[src/rtl/hazard_stall_unit_pkg.sv]
// Shared definitions for the hazard stall unit: FSM states, the NOP control word and a load-use helper.
package hazard_stall_unit_pkg;

  typedef enum logic {
    ST_RUN    = 1'b0,
    ST_MDWAIT = 1'b1
  } hz_state_t;

  localparam logic [4:0] REG_ZERO = 5'd0;

  typedef struct packed {
    logic pc_write;
    logic ifid_write;
    logic idex_bubble;
    logic ifid_flush;
    logic muldiv_busy;
  } ctrl_t;

  // Control word while the pipeline is held in reset: frozen front end, both stages squashed.
  localparam ctrl_t CTRL_NOP = '{pc_write: 1'b0, ifid_write: 1'b0, idex_bubble: 1'b1,
                                 ifid_flush: 1'b1, muldiv_busy: 1'b0};

  function automatic logic load_use(input logic mem_read, input logic reg_write,
                                    input logic [4:0] dest, input logic [4:0] rs,
                                    input logic [4:0] rt, input logic uses_rt);
    return mem_read & reg_write & (dest != REG_ZERO) &
           ((dest == rs) | (uses_rt & (dest == rt)));
  endfunction

endpackage

[src/rtl/hazard_stall_unit_muldiv_wait_counter.sv]
// Mul/div occupancy counter: synchronous clear, load, and non-wrapping decrement with a zero flag.
module muldiv_wait_counter #(
  parameter int unsigned CNT_W = 4
) (
  input  logic             clk,
  input  logic             rst_n,
  input  logic             clear,
  input  logic             load,
  input  logic [CNT_W-1:0] load_value,
  input  logic             dec,
  output logic [CNT_W-1:0] count,
  output logic             zero
);

  always_ff @(posedge clk) begin
    if (!rst_n || clear) begin
      count <= '0;
    end else if (load) begin
      count <= load_value;
    end else if (dec && (count != '0)) begin
      count <= count - 1'b1;
    end
  end

  assign zero = (count == '0);

endmodule

[src/rtl/hazard_stall_unit.sv]
// Stall/flush generator for load-use, mul/div occupancy and taken-branch squash.
// Optional StallCycles performance counter enabled by defining HAZARD_PERF_CNT_EN.
module hazard_stall_unit
  import hazard_stall_unit_pkg::*;
#(
  parameter int unsigned MULDIV_LAT = 4,
  parameter int unsigned CNT_W      = 4
) (
  input  logic       Clk,
  input  logic       Rst_n,
  input  logic [4:0] IDU_RsReg,
  input  logic [4:0] IDU_RtReg,
  input  logic       IDU_UsesRt,
  input  logic       IDU_MulDivStart,
  input  logic       EXU_MemRead,
  input  logic       EXU_RegWrite,
  input  logic [4:0] EXU_DestinationRegAddress,
  input  logic       EXU_BranchTaken,
  output logic       PC_Write,
  output logic       IFID_Write,
  output logic       IDEX_Bubble,
  output logic       IFID_Flush,
  output logic       MulDivBusy
`ifdef HAZARD_PERF_CNT_EN
  ,
  output logic [31:0] StallCycles
`endif
);

  hz_state_t        state, state_next;
  ctrl_t            ctrl;
  logic             lu;
  logic             cnt_load, cnt_dec, cnt_clear;
  logic [CNT_W-1:0] count;
  logic             cnt_zero;
  logic             wait_last;

  assign lu = load_use(EXU_MemRead, EXU_RegWrite, EXU_DestinationRegAddress,
                       IDU_RsReg, IDU_RtReg, IDU_UsesRt);

  muldiv_wait_counter #(.CNT_W(CNT_W)) u_wait_cnt (
    .clk        (Clk),
    .rst_n      (Rst_n),
    .clear      (cnt_clear),
    .load       (cnt_load),
    .load_value (CNT_W'(MULDIV_LAT - 1)),
    .dec        (cnt_dec),
    .count      (count),
    .zero       (cnt_zero)
  );

  // Leave MDWAIT on the cycle the counter steps to zero, giving MULDIV_LAT-1 stall cycles.
  assign wait_last = cnt_zero | (count == CNT_W'(1));

  always_ff @(posedge Clk) begin
    if (!Rst_n) begin
      state <= ST_RUN;
    end else begin
      state <= state_next;
    end
  end

  always_comb begin
    ctrl       = '{pc_write: 1'b1, ifid_write: 1'b1, default: 1'b0};
    state_next = state;
    cnt_load   = 1'b0;
    cnt_dec    = 1'b0;
    cnt_clear  = 1'b0;
    if (EXU_BranchTaken) begin
      ctrl.idex_bubble = 1'b1;
      ctrl.ifid_flush  = 1'b1;
      state_next       = ST_RUN;
      cnt_clear        = 1'b1;
    end else if (state == ST_MDWAIT) begin
      ctrl.pc_write    = 1'b0;
      ctrl.ifid_write  = 1'b0;
      ctrl.idex_bubble = 1'b1;
      cnt_dec          = 1'b1;
      if (wait_last) begin
        state_next = ST_RUN;
      end
    end else if (lu) begin
      ctrl.pc_write    = 1'b0;
      ctrl.ifid_write  = 1'b0;
      ctrl.idex_bubble = 1'b1;
    end else if (IDU_MulDivStart) begin
      state_next = ST_MDWAIT;
      cnt_load   = 1'b1;
    end
    ctrl.muldiv_busy = (state == ST_MDWAIT);
    if (!Rst_n) begin
      ctrl = CTRL_NOP;
    end
  end

  assign PC_Write    = ctrl.pc_write;
  assign IFID_Write  = ctrl.ifid_write;
  assign IDEX_Bubble = ctrl.idex_bubble;
  assign IFID_Flush  = ctrl.ifid_flush;
  assign MulDivBusy  = ctrl.muldiv_busy;

`ifdef HAZARD_PERF_CNT_EN
  always_ff @(posedge Clk) begin
    if (!Rst_n) begin
      StallCycles <= '0;
    end else if (!ctrl.pc_write && (StallCycles != '1)) begin
      StallCycles <= StallCycles + 32'd1;
    end
  end
`endif

endmodule

[config.mk]
export PLATFORM = sky130hd
export DESIGN_NAME = hazard_stall_unit
export DESIGN_NICKNAME = d
export VERILOG_FILES = /design/src/rtl/hazard_stall_unit_pkg.sv /design/src/rtl/hazard_stall_unit_muldiv_wait_counter.sv /design/src/rtl/hazard_stall_unit.sv
export SDC_FILE = /design/constraint.sdc
export NUM_CORES = 1
export LEC_CHECK = 0
export BUFFER_PORTS_ARGS = -buffer_cell sky130_fd_sc_hd__buf_2
export CAP_MARGIN = 20
export CORE_MARGIN = 2
export CORE_UTILIZATION = 29
export CTS_BUF_LIST = sky130_fd_sc_hd__clkbuf_4 sky130_fd_sc_hd__clkbuf_8
export DETAILED_ROUTE_END_ITERATION = 16
export SYNTH_ARGS = -nofsm -noshare
export SYNTH_HDL_FRONTEND = slang
export SYNTH_HIERARCHICAL = 1
export SYNTH_SLANG_ARGS = --single-unit
[constraint.sdc]
create_clock -name Clk -period 2.15 [get_ports Clk]
set_input_delay 0 -clock Clk [delete_from_list [all_inputs] [get_ports Clk]]
set_output_delay 0 -clock Clk [all_outputs]
set_load 0.03 [all_outputs]
==> run_results.csv <==
group,metric,value,unit
timing,timing.final.crit_share,72.67,%
floorplanning,die_area,2178,sq um
critical_path,r2r_cells,5,
worst_hold_path,holdPathStages,3,
global_routing,grt_pass1_wl,2111,um
cts,cts_setup_buffers,0,
cts,clkLatencyLatePin,0.24,ns
timing,fin_skew,0.005782,ns
routing,via_per_inst,4.548,
global_routing,overflow,0,
cts,clkTransAtPathRegs,0.05,ns
worst_hold_path,hp-class,"in2reg",
critical_path,cp.required,2.27,ns
final_layout,nFillCells,184,
critical_path,cp-end-kind,"flip-flop",
synth,yosysSeqAreaShare,18.96,%
synth,synth_cell_types,33,
cts,cts_tree,"done",
pwr,comb_power_share,32.4,%
floorplanning,coreArea,1727,sq um
run_status,status,"finished, final reports clean",
timing,slew_viol_final,0,
timing,fin_crit,1.562,ns
pwr,peakVddDrop,148.4,uV
synth,synth_cells,70,
pwr,power.density,473.0,nW/um^2
global_routing,globalRouteTotalUtil,13.30,%
pwr,clkPwrFrac,37.4,%
synth,synth_area_per_cell,7.543,sq um
cts,h-tree-depth,1,
timing,setup_tns,0,ns
timing,setup_violations,0,
timing,rsz0062_at_grt,"false",
final_layout,final_nets,125,
floorplanning,die_height,46.67,um
synth,netlist_top_cells_area,"dfxtp_1 19%, xnor2_1 17%, nand3_1 4.7%",
final_layout,ff_latch_area,100.1,sq um
routing,drcViolationCount,0,
cts,root_buffer,"clkbuf_4",
synth,ys_ff_latch,5,
routing,vias,573,
floorplanning,fp.dieW,46.67,um
floorplanning,pin_count,27,
pwr,power.internal,0.2304,mW
synth,yosysTopAreaCell,"dfxtp_1",
routing,firstDrtPassIters,5,
cts,cts_sinks,5,
critical_path,path_class,"in2reg",
placement,routabilityCongestion,0.7807,
synth,synth_top_cell_area_share,18.96,%
pwr,power.switching,0.1099,mW
pwr,pwr-share-seq,30.2,%
floorplanning,num_rows,15,
final_layout,layout-drive-gt1-share,36.63,%
cts,cts_buffers,3,
final_layout,multi_input_area,400.4,sq um
critical_path,arrival,1.68,ns
timing,fmax,640.0,MHz
placement,dp.final_hpwl,1020,um
routing,antenna_left,0,
routing,drtIter0Drc,13,
synth,synth_warnings,6,
timing,hold_violations,0,
routing,wl,1207,um
cts,cts-resized-gates,0,
timing,holdWs,0.04362,ns
critical_path,cp-start-kind,"primary input",
critical_path,cp_max_fo,5,
global_routing,antenna_found_initial,0,
routing,wl_per_cell,9.579,um
placement,port-buffer-count,26,
job,drv_cap,0,
final_layout,antenna_cells,0,
cts,holdBufCountCts,0,
pwr,p_leak,0.3031,nW
synth,netlist_area,528.0,sq um
global_routing,grt_pass1_vias,518,
pwr,switching_share,32.30,%
global_routing,grt_max_degree,7,
floorplanning,initial_core_util,30.58,%
final_layout,area_growth,36.26,%
cts,cts_buffer_depth,2,
stage by stage:
| step | cells | total power [mW] | cell area, sq um | setup slack [ns] | utilization (%) |
|---|---|---|---|---|---|
| floorplan | 72 | 0.1757 | 535.5 | 0.5475 | - |
| global placement | 122 | 0.2140 | 689.4 | 0.4036 | 39.93 |
| detailed placement | 122 | 0.2151 | 689.4 | 0.3449 | 39.93 |
| CTS | 126 | 0.3444 | 719.4 | 0.6114 | 41.67 |
| global route | 126 | 0.3664 | 719.4 | 0.4490 | 41.67 |
| finish | 126 | 0.3403 | 719.4 | 0.5875 | 41.67 |
flip-flops by register name, summed over array words and instances, names as in the netlist:
signal / flops
u_wait_cnt/count: 4
state: 1
synthesized netlist by cell type:
cell type,number
clkinv_2,1
nand2b_1,2
ha_1,1
o21ai_0,4
o22ai_1,1
nor4b_1,1
nor2_1,6
or4_1,1
nor4b_2,1
dfxtp_1,5
buf_4,1
a21boi_0,1
o2111ai_1,1
o211ai_2,1
nor3b_1,1
xnor2_1,10
conb_1,2
nand3_1,5
o21ai_2,1
inv_2,1
a31oi_2,1
nand4_1,2
nor2b_1,1
a211o_1,1
nor4_1,1
nand2_1,3
nand3b_1,1
mux2i_1,1
and2_1,1
or3b_4,1
a21oi_1,4
o311a_1,1
inv_1,5
worst max-delay path: stages:
cell,delay [ns]
buf_2,0.12
or4_1,0.53
o211ai_2,0.22
inv_2,0.06
a21oi_1,0.32
inv_1,0.17
o21ai_0,0.21
a21oi_1,0.06
power groups by stage:
stage	registers [mW]	clock network (mW)	logic (mW)
3_5_place_dp	0.105	0	0.111
4_1_cts	0.103	0.131	0.111
5_1_grt	0.104	0.140	0.122
2_1_floorplan	0.103	0	0.0726
3_3_place_gp	0.105	0	0.110
6_report	0.103	0.127	0.110
final timing paths:
kind	start	to	slack [ns]
setup / recovery	EXU_DestinationRegAddress[1]	u_wait_cnt/count[3]	0.59
hold / removal	IDU_MulDivStart	state	0.04
setup reg to reg	state	u_wait_cnt/count[3]	0.62
hold reg to reg	u_wait_cnt/count[1]	u_wait_cnt/count[1]	0.54
final cells by class:
cell class	count	area share, %
well taps	25	4.348
multi-input cells	59	55.65
flip-flops and latches	5	13.91
inverters	7	3.826
clock buffers	4	4.174
repair buffers	26	18.09
placed cells by master, fill, tap and decap left out:
master	instances
a211o_1	1
a21boi_0	1
a21oi_1	4
a31oi_2	1
and2_1	1
buf_2	26
clkbuf_4	4
clkinv_2	1
conb_1	4
dfxtp_1	5
ha_1	1
inv_1	5
inv_2	1
mux2i_1	1
nand2_1	3
nand2b_1	2
nand3_1	5
nand3b_1	1
nand4_1	2
nor2_1	6
nor2b_1	1
nor3b_1	1
nor4_1	1
nor4b_1	1
nor4b_2	1
o2111ai_1	1
o211ai_2	1
o21ai_0	4
o21ai_2	1
o22ai_1	1
o311a_1	1
or3b_4	1
or4_1	1
xnor2_1	10
per-layer routing:
metal,vias to the layer above,global-route usage [%],part of all wire [%],wire (um)
met5,-,0,0,0
met4,0,5.000,0,0
met3,0,2.353,3.4,41
met2,15,21.67,49,594
met1,250,17.32,47,571
li1,308,-,-,-
kinds of logic after synthesis:
kind of cell / count (synthesis) / synth area share [%]
simple gates: 27 / 30.33
other cells: 2 / 1.422
compound gates: 16 / 21.80
fa+ha+maj: 1 / 2.369
flops: 5 / 18.96
xor+xnor: 10 / 16.59
mux: 1 / 1.896
buf+inv: 8 / 6.634
No activity file was read; power rests on OpenSTA's default activity.
